**src/rtl/pc_sequencer_pkg.sv**
```systemverilog
// Shared types and widths for the fetch sequencer and the branch-target LUT.
package pc_pkg;

  localparam int PC_W      = 12;
  localparam int REL_OFS_W = 8;
  localparam int RET_DEPTH = 4;

  typedef enum logic [1:0] {IDLE, RUN, DONE} pc_state_t;

  typedef enum {NXT_SEQ, NXT_ABS, NXT_REL, NXT_CALL, NXT_RET, NXT_HOLD} pc_sel_t;

endpackage

```
**src/rtl/pc_sequencer_if.sv**
```systemverilog
// Control/status bundle between the sequencer and its driver (decoder, LUT, top).
interface pc_sequencer_if
  import pc_pkg::*;
#(
  parameter int D     = PC_W,
  parameter int OFS_W = REL_OFS_W
);

  logic             Start;
  logic [D-1:0]     StartAddr;
  logic             Stall;
  logic             Halt;
  logic             AbsJump;
  logic             RelJump;
  logic             Taken;
  logic             Call;
  logic             Ret;
  logic [D-1:0]     Target;
  logic [OFS_W-1:0] Offset;
  logic [D-1:0]     PC;
  logic             FetchEn;
  logic             Done;
  logic             StackErr;

  modport master (
    output Start, StartAddr, Stall, Halt, AbsJump, RelJump, Taken, Call, Ret, Target, Offset,
    input  PC, FetchEn, Done, StackErr
  );

  modport slave (
    input  Start, StartAddr, Stall, Halt, AbsJump, RelJump, Taken, Call, Ret, Target, Offset,
    output PC, FetchEn, Done, StackErr
  );

endinterface

```
**src/rtl/pc_sequencer_ret_stack.sv**
```systemverilog
// Return-address LIFO. Only the stack pointer is reset; stale entries are never read.
module ret_stack #(
  parameter int DEPTH = 4,
  parameter int W     = 12
) (
  input  logic         clk,
  input  logic         rst_n,
  input  logic         clear,
  input  logic         push,
  input  logic         pop,
  input  logic [W-1:0] push_data,
  output logic [W-1:0] pop_data,
  output logic         full,
  output logic         empty
);

  localparam int AW   = $clog2(DEPTH);
  localparam int SP_W = AW + 1;
  localparam logic [SP_W-1:0] SP_ONE  = SP_W'(1);
  localparam logic [SP_W-1:0] SP_FULL = SP_W'(DEPTH);

  logic [W-1:0]    mem_q [DEPTH];
  logic [SP_W-1:0] sp_q, sp_d;
  logic [SP_W-1:0] sp_dec;

  assign sp_dec   = sp_q - SP_ONE;
  assign pop_data = mem_q[sp_dec[AW-1:0]];
  assign full     = (sp_q == SP_FULL);
  assign empty    = (sp_q == '0);

  always_comb begin
    sp_d = sp_q;
    if (clear)
      sp_d = '0;
    else if (push)
      sp_d = sp_q + SP_ONE;
    else if (pop)
      sp_d = sp_dec;
  end

  always_ff @(posedge clk or negedge rst_n) begin
    if (!rst_n)
      sp_q <= '0;
    else
      sp_q <= sp_d;
  end

  // Storage has no reset: an entry is always written before sp can reach it.
  always_ff @(posedge clk) begin
    if (push && !clear)
      mem_q[sp_q[AW-1:0]] <= push_data;
  end

endmodule

```
**src/rtl/pc_sequencer.sv**
```systemverilog
// Program counter / fetch sequencer: picks sequential, jump, branch, call or return each cycle.
module pc_sequencer
  import pc_pkg::*;
#(
  parameter int D        = PC_W,
  parameter int OFS_W    = REL_OFS_W,
  parameter int RS_DEPTH = RET_DEPTH
) (
  input  logic           Clk,
  input  logic           Reset,
  pc_sequencer_if.slave  bus
);

  localparam logic [D-1:0] PC_ONE = D'(1);

  pc_state_t    state_q, state_d;
  logic [D-1:0] pc_q, pc_d;
  logic         stack_err_q, stack_err_d;
  pc_sel_t      sel;
  logic         run_go, start_go;
  logic         ret_err, call_err;
  logic         stk_full, stk_empty;
  logic [D-1:0] pc_inc, rel_ofs, pop_data;

  assign run_go   = (state_q == RUN) && !bus.Stall;
  assign start_go = (state_q != RUN) && bus.Start;
  assign pc_inc   = pc_q + PC_ONE;
  assign rel_ofs  = {{(D-OFS_W){bus.Offset[OFS_W-1]}}, bus.Offset};

  ret_stack #(
    .DEPTH (RS_DEPTH),
    .W     (D)
  ) u_ret_stack (
    .clk       (Clk),
    .rst_n     (Reset),
    .clear     (start_go),
    .push      (sel == NXT_CALL),
    .pop       (sel == NXT_RET),
    .push_data (pc_inc),
    .pop_data  (pop_data),
    .full      (stk_full),
    .empty     (stk_empty)
  );

  always_ff @(posedge Clk or negedge Reset) begin
    if (!Reset) begin
      state_q     <= IDLE;
      pc_q        <= '0;
      stack_err_q <= 1'b0;
    end else begin
      state_q     <= state_d;
      pc_q        <= pc_d;
      stack_err_q <= stack_err_d;
    end
  end

  // Priority: Halt > Ret > Call > taken AbsJump > taken RelJump > sequential.
  always_comb begin
    sel      = NXT_HOLD;
    ret_err  = 1'b0;
    call_err = 1'b0;
    if (run_go) begin
      if (bus.Halt)
        sel = NXT_HOLD;
      else if (bus.Ret) begin
        if (stk_empty) ret_err = 1'b1;
        else           sel = NXT_RET;
      end else if (bus.Call) begin
        if (stk_full) call_err = 1'b1;
        else          sel = NXT_CALL;
      end else if (bus.AbsJump && bus.Taken)
        sel = NXT_ABS;
      else if (bus.RelJump && bus.Taken)
        sel = NXT_REL;
      else
        sel = NXT_SEQ;
    end

    state_d = state_q;
    case (state_q)
      IDLE, DONE: if (start_go) state_d = RUN;
      RUN:        if (run_go && (bus.Halt || ret_err || call_err)) state_d = DONE;
      default:    state_d = IDLE;
    endcase

    case (sel)
      NXT_SEQ:  pc_d = pc_inc;
      NXT_ABS:  pc_d = bus.Target;
      NXT_REL:  pc_d = pc_q + rel_ofs;
      NXT_CALL: pc_d = bus.Target;
      NXT_RET:  pc_d = pop_data;
      default:  pc_d = pc_q;
    endcase
    if (start_go)
      pc_d = bus.StartAddr;

    stack_err_d = start_go ? 1'b0 : (stack_err_q | ret_err | call_err);
  end

  always_comb begin
    bus.PC       = pc_q;
    bus.FetchEn  = (state_q == RUN) && !bus.Stall;
    bus.Done     = (state_q == DONE);
    bus.StackErr = stack_err_q;
  end

endmodule

```
**src/flat_wrapper.sv**
```systemverilog
// flat-port wrapper written by rule: the top's interface ports become plain ports
module pc_sequencer_flat import pc_pkg::*;
#(
  parameter int D        = PC_W,
  parameter int OFS_W    = REL_OFS_W,
  parameter int RS_DEPTH = RET_DEPTH
)
  (Clk, Reset, bus_Start, bus_StartAddr, bus_Stall, bus_Halt, bus_AbsJump, bus_RelJump, bus_Taken, bus_Call, bus_Ret, bus_Target, bus_Offset, bus_PC, bus_FetchEn, bus_Done, bus_StackErr);
  pc_sequencer_if #(.D(D), .OFS_W(OFS_W)) bus_i ();
  input  logic Clk;
  input  logic Reset;
  input wire logic [$bits(bus_i.Start)-1:0] bus_Start;
  input wire logic [$bits(bus_i.StartAddr)-1:0] bus_StartAddr;
  input wire logic [$bits(bus_i.Stall)-1:0] bus_Stall;
  input wire logic [$bits(bus_i.Halt)-1:0] bus_Halt;
  input wire logic [$bits(bus_i.AbsJump)-1:0] bus_AbsJump;
  input wire logic [$bits(bus_i.RelJump)-1:0] bus_RelJump;
  input wire logic [$bits(bus_i.Taken)-1:0] bus_Taken;
  input wire logic [$bits(bus_i.Call)-1:0] bus_Call;
  input wire logic [$bits(bus_i.Ret)-1:0] bus_Ret;
  input wire logic [$bits(bus_i.Target)-1:0] bus_Target;
  input wire logic [$bits(bus_i.Offset)-1:0] bus_Offset;
  output wire logic [$bits(bus_i.PC)-1:0] bus_PC;
  output wire logic [$bits(bus_i.FetchEn)-1:0] bus_FetchEn;
  output wire logic [$bits(bus_i.Done)-1:0] bus_Done;
  output wire logic [$bits(bus_i.StackErr)-1:0] bus_StackErr;
  assign bus_i.Start = bus_Start;
  assign bus_i.StartAddr = bus_StartAddr;
  assign bus_i.Stall = bus_Stall;
  assign bus_i.Halt = bus_Halt;
  assign bus_i.AbsJump = bus_AbsJump;
  assign bus_i.RelJump = bus_RelJump;
  assign bus_i.Taken = bus_Taken;
  assign bus_i.Call = bus_Call;
  assign bus_i.Ret = bus_Ret;
  assign bus_i.Target = bus_Target;
  assign bus_i.Offset = bus_Offset;
  assign bus_PC = bus_i.PC;
  assign bus_FetchEn = bus_i.FetchEn;
  assign bus_Done = bus_i.Done;
  assign bus_StackErr = bus_i.StackErr;
  pc_sequencer #(.D(D), .OFS_W(OFS_W), .RS_DEPTH(RS_DEPTH)) u_core (.Clk(Clk), .Reset(Reset), .bus(bus_i));
endmodule
```
**config.mk**
```make
export PLATFORM = sky130hd
export DESIGN_NAME = pc_sequencer_flat
export DESIGN_NICKNAME = d
export VERILOG_FILES = /design/src/rtl/pc_sequencer_pkg.sv /design/src/rtl/pc_sequencer_if.sv /design/src/rtl/pc_sequencer_ret_stack.sv /design/src/rtl/pc_sequencer.sv /design/src/flat_wrapper.sv
export SDC_FILE = /design/constraint.sdc
export NUM_CORES = 1
export LEC_CHECK = 0
export CELL_PAD_IN_SITES_DETAIL_PLACEMENT = 2
export CELL_PAD_IN_SITES_GLOBAL_PLACEMENT = 2
export CORE_MARGIN = 8
export CORE_UTILIZATION = 28
export CTS_CLUSTER_DIAMETER = 50
export DETAILED_ROUTE_END_ITERATION = 8
export GPL_TIMING_DRIVEN = 0
export PLACE_DENSITY_LB_ADDON = 0.1
export SYNTH_ARGS = -nofsm -noshare
export SYNTH_HDL_FRONTEND = slang
export SYNTH_HIERARCHICAL = 1
export SYNTH_SLANG_ARGS = --single-unit
```
**constraint.sdc**
```tcl
create_clock -name Clk -period 5.1 [get_ports Clk]
set_input_delay 1.02 -clock Clk [delete_from_list [all_inputs] [get_ports Clk]]
set_output_delay 1.02 -clock Clk [all_outputs]
set_load 0.01 [all_outputs]
```
### Word-level counts from Yosys, hierarchy flattened

Memory sizes are Yosys's and may differ from the RTL's.
Index checks and enable logic that the tools add are counted.

* bits in latches: 0
* memory bits (read-only): 0
* RAM bits: 48
* output and inout port bits: 15
* bits of input ports: 42
* memories kept: 1
* bits in registers: 18
* word-level logic and storage cells: 69

Memories
* u_core.u_ret_stack.mem_q: depth 4, bits a word 12, read ports 1, clocked after memory_dff 0, wr ports 1, RTL line pc_sequencer_ret_stack.sv:22 `logic [W-1:0] mem_q [DEPTH];`

* order comparisons: 0
* eq/ne operators: 12
* multiply operators: 0
* bitwise operators: 2
* $add $sub $neg: 4
* reductions and logical operators: 18
* divide/modulo/power cells: 0
* shift-type cells: 0
* multiplexer cells: 28

Operators with widths (count)
* 2-to-1 mux 32 bit: 5
* equality test 32 x 2 -> 1 bit, second input constant: 2
* equality test 32 x 3 -> 1 bit, second input constant: 2
* one-hot mux 12 bit (4 select lines): 1
* equality test 32 x 1 -> 1 bit, second input constant: 1
* equality test 32 x 4 -> 1 bit, second input constant: 1
* logical NOT 32 bit: 1
* 2-to-1 mux 1 bit: 13
* adder 12 x 1 -> 12 bit, second input constant: 1
* adder 12 bit: 1
* 2-to-1 mux 12 bit: 1
* 2-to-1 mux 3 bit: 4
* logical AND 1 bit: 6
* 2-to-1 mux 2 bit: 3
* nonzero test 5 bit: 1
* inequality test 2 x 1 -> 1 bit, second input constant: 2
* one-hot mux 2 bit (2 select lines): 1
* OR reduction 2 bit: 2
* adder 3 x 1 -> 3 bit, second input constant: 1
* equality test 3 bit, second input constant: 1
* logical NOT 3 bit: 1
* nonzero test 3 bit: 1
* subtractor 3 x 1 -> 3 bit, second input constant: 1
* equality test 2 x 1 -> 1 bit, second input constant: 1
* 7 further kinds: 10

### Longest topological paths before layout

* depth in word-level cells: 11
* gate-level depth with buffers: 11
* depth with buffers taken out: 9

### Hierarchy

Netlist, hierarchy kept.

By module, submodules not included
* ret_stack: instances 1, cells each 90, area an instance 1993.2 µm², seq. area each 1516.5 µm²
* pc_sequencer: instances 1, cells each 241, area an instance 1833.0 µm², seq. area each 375.4 µm²

### Least setup slack after synthesis

OpenSTA, ideal clock, no wires.

* path type: input -> register
* from: input bus_Stall
* to: memory u_core.u_ret_stack.mem_q[0][0] (enable)
* path buffers: 2
* cell stages on the path: 7
* setup time: 0.355 ns
* required time: 4.745 ns
* path slack: 1.857 ns
* arrival: 2.888 ns
* cells stage by stage: or4b_1 buf_4 nor2_4 clkbuf_1 and3_1 nor2b_1 and2_1

* word-level cells in the longest chain between the ends: 7

Ends and longest elaborated chain
* from (decl): RTL line flat_wrapper.sv:14 `input wire logic [$bits(bus_i.Stall)-1:0] bus_Stall;`
* logical NOT 1 bit: RTL line pc_sequencer.sv:25 `assign run_go = (state_q == RUN) && !bus.Stall;`
* logical AND 1 bit: RTL line pc_sequencer.sv:25
* 2-to-1 mux 32 bit: RTL line pc_sequencer.sv:62 `if (run_go) begin`
* equality test 32 x 3 -> 1 bit: RTL line pc_sequencer.sv:37 `.push (sel == NXT_CALL),`
* logical AND 1 bit: RTL line pc_sequencer_ret_stack.sv:50 `if (push && !clear)`
* 2-to-1 mux 1 bit: RTL line pc_sequencer_ret_stack.sv:50
* 2-to-1 mux 1 bit (implied by the code): RTL line pc_sequencer_ret_stack.sv:51 `mem_q[sp_q[AW-1:0]] <= push_data;`
* to (decl): RTL line pc_sequencer_ret_stack.sv:22

Every way passes these cells.

### Final worst setup path

* from: input bus_Stall
* to: memory u_core.u_ret_stack.mem_q[1][3] (enable)

The elaborated chain is that of the path after synthesis.

==> run_results.csv <==
group,metric,value,unit
grt,grt_pass1_vias,3372,
timing,timing.final.ws_setup,1070,ps
cells_and_area,seqCellArea,0.00189,sq mm
clock_network,cts-root-buf,"clkbuf_16",
clock_network,cts_hold_buf,0,
floorplan,die_x,133,um
synthesis,synth.distinct_cells,54,
grt,grt_use_total,15.3,%
cells_and_area,fin_nets,458,
synthesis,syn_nets,391,
synthesis,synth_seq_cells,66,
floorplan,die_area,0.0177,sq mm
synthesis,async_flop_share,27.3,%
cells_and_area,syn2layout_area_growth,29.3,%
placement,port_buffers,56,
power_and_ir_drop,clkPwrFrac,28.4,%
synthesis,ys_warn_count,6,
timing,fmax,0.248,GHz
timing,worst_pin_slew,1070,ps
clock_network,cts-resized-gates,0,
synthesis,synth_edf_count,48,
clock_network,post_cts_buffers,0,
clock_network,cts_tree,"yes",
worst_setup_path,slowest_stage,"and2_1",
worst_setup_path,cp_cell_sequence,"clkdlybuf4s50_1, or4b_1, buf_4, nor2_4, clkbuf_1, and3_1, nor2b_1, and2_1",
drt,wl_per_cell,22.7,um
floorplan,die_h,133,um
floorplan,start_util,28.8,%
timing,finalSetupViolations,0,
synthesis,synth_top_cell_area_share,37.7,%
power_and_ir_drop,p_int,1.60,mW
synthesis,yosysMostFrequentCell,"edfxtp_1",
power_and_ir_drop,switchingPower,0.911,mW
clock_network,numCtsBuffers,9,
worst_setup_path,criticalPathCategory,"in -> reg",
power_and_ir_drop,pwr-share-seq,33.0,%
worst_setup_path,cp-end-kind,"flip-flop",
synthesis,ys_seq_area_share,49.4,%
timing,finClkSkew,11.4,ps
cells_and_area,nFillCells,1391,
placement,post-place-cells,563,
grt,grt_pass1_wl,20200,um
worst_setup_path,max_stage_delay,610,ps
synthesis,avgSynthCellArea,11.6,sq um
drt,drtAntennaViolNets,0,
cells_and_area,antennaDiodeCount,0,
synthesis,netlist_top_cells_count,"edfxtp_1 (48), nand2_1 (25), nor2_1 (21)",
power_and_ir_drop,ir_drop,0.402,mV
flow_run,drv_cap,0,
drt,via_count,3084,
cells_and_area,fin_cells,579,
timing,setup_tns,0,ps
worst_setup_path,worstSetupStartpointType,"primary input",
grt,grt-ovfl-total,0,
clock_network,path_clk_slew,60,ps
clock_network,htreeDepth,3,
grt,antenna_found_initial,0,
timing,slew_viol_final,0,
drt,wl,13200,um
synthesis,yosys.area.top_type,"edfxtp_1",
clock_network,clk_latency,350,ps
worst_setup_path,worstPathMaxFanout,12,
floorplan,std_cell_rows,42,
synthesis,synth_area,0.00383,sq mm
worst_setup_path,cp_data_required_time,5070,ps
placement,place_ws,708,ps
timing,rsz0062_at_grt,"false",
clock_network,cts_sinks,66,
floorplan,ios,57,
worst_setup_path,cp.arrival,4000,ps
synthesis,yosys-top-cells-area,"edfxtp_1 (38%), dfrtp_1 (12%), ha_1 (5.6%)",
power_and_ir_drop,share_comb_of_total_power,38.6,%
power_and_ir_drop,power.density,508,mW/mm^2
cells_and_area,layout-drive-gt1-share,8.19,%
synthesis,netlist_instances,331,
timing,period_share,79.1,%
outcome,status,"complete, no violations",
grt,grt_max_degree,19,
synthesis,synthFlopType,"edfxtp_1",
cells_and_area,multiInputGateArea,0.00184,sq mm
timing,fin_crit,4030,ps
min_path,hold_class,"reg -> reg",
placement,hpwl,10000,um
floorplan,core,0.0133,sq mm
drt,dr.pass1.iters,4,
timing,slew_headroom,28.3,%
power_and_ir_drop,p_sw_share,36.2,%
placement,place_congestion,0.756,
power_and_ir_drop,p_leak,1.80,nW
drt,via_per_inst,5.33,
timing,hold_viol,0,
drt,drc,0,
drt,first_iter_violations,126,
clock_network,clockBufferDepth,2,
critical path, delay by kind of cell:
| kind | cells | cell delay (ps) |
|---|---|---|
| and+or+nand+nor | 5 | 1920 |
| buffers and inverters | 3 | 1060 |
cells in the final DEF, fill, tap and decap left out, types with 6 or more instances in the layout:
master / instances
nor2_1: 21
ha_1: 17
nand2_1: 25
a21oi_1: 19
nor3_1: 6
edfxtp_1: 48
clkdlybuf4s50_1: 56
clkbuf_1: 8
and3_1: 7
dfrtp_1: 18
clkbuf_16: 9
inv_1: 9
xor2_1: 7
a21o_1: 7
a31oi_1: 7
xnor2_1: 12
o21ai_0: 17
mux4_2: 9
nand3_1: 11
nor2b_1: 6
and2_1: 8
final timing paths:
kind	cells after the start	from	endpoint	slack, ps
max	8	bus_Stall	u_core/u_ret_stack/mem_q[1][3]	1070
min	2	u_core/bus.StackErr	u_core/bus.StackErr	510
max reg2reg	10	u_core/u_ret_stack/sp_q[0]	u_core/u_ret_stack/mem_q[1][3]	1360
min reg2reg	2	u_core/bus.StackErr	u_core/bus.StackErr	510
max in group asynchronous	1	Reset	u_core/state_q[1]	3190
min in group asynchronous	1	Reset	u_core/bus.PC[4]	1250
sequential cells by signal (all words and copies together), names as in the netlist:
signal / count
u_core/u_ret_stack/mem_q: 48
u_core/bus.PC: 12
u_core/bus.StackErr: 1
u_core/u_ret_stack/sp_q: 3
u_core/state_q: 2
power by group through the flow:
stage	combinational, mW	sequential, mW	clock [mW]
after detailed placement	0.978	0.843	0
after global placement	0.961	0.837	0
after floorplan	0.571	0.817	0
after global routing	1.07	0.848	0.754
after CTS	0.987	0.833	0.739
final	0.970	0.830	0.715
metrics by stage:
step / util (%) / area (sq um) / hold WS [ps] / power [mW]
6_report: 37.2 / 4950 / 509 / 2.52
5_1_grt: 37.2 / 4950 / 558 / 2.67
4_1_cts: 37.2 / 4950 / 525 / 2.56
3_5_place_dp: 34.7 / 4610 / 506 / 1.82
3_3_place_gp: 34.7 / 4610 / 494 / 1.80
2_1_floorplan: - / 3830 / 493 / 1.39
area by class of cell:
class	count	share of cell area [%]
clock buffer	9	4.55
multi-input combinational	244	37.1
tap	176	4.45
inverter	9	0.683
sequential	66	38.2
timing repair buffer	56	11.3
clock inverter	7	2.35
buffer	12	1.31
kinds of logic (layout without fill, tap and decap cells):
family / Yosys count / count (layout) / synth area share [%]
mux: 13 / 13 / 7.62
xor+xnor: 19 / 19 / 4.35
flops: 66 / 66 / 49.4
simple gates: 107 / 107 / 14.7
compound gates: 87 / 87 / 15.2
fa+ha+maj: 18 / 18 / 6.08
buf+inv: 21 / 93 / 2.58
routing by layer:
layer / vias to the layer above / track usage [%] / routed length [um]
met1: 1588 / 18.6 / 5920
li1: 1420 / - / -
met5: - / 0 / 0
met4: 0 / 6.31 / 300
met3: 17 / 3.48 / 461
met2: 59 / 25.6 / 6480
No activity file was read; power rests on OpenSTA's default activity.
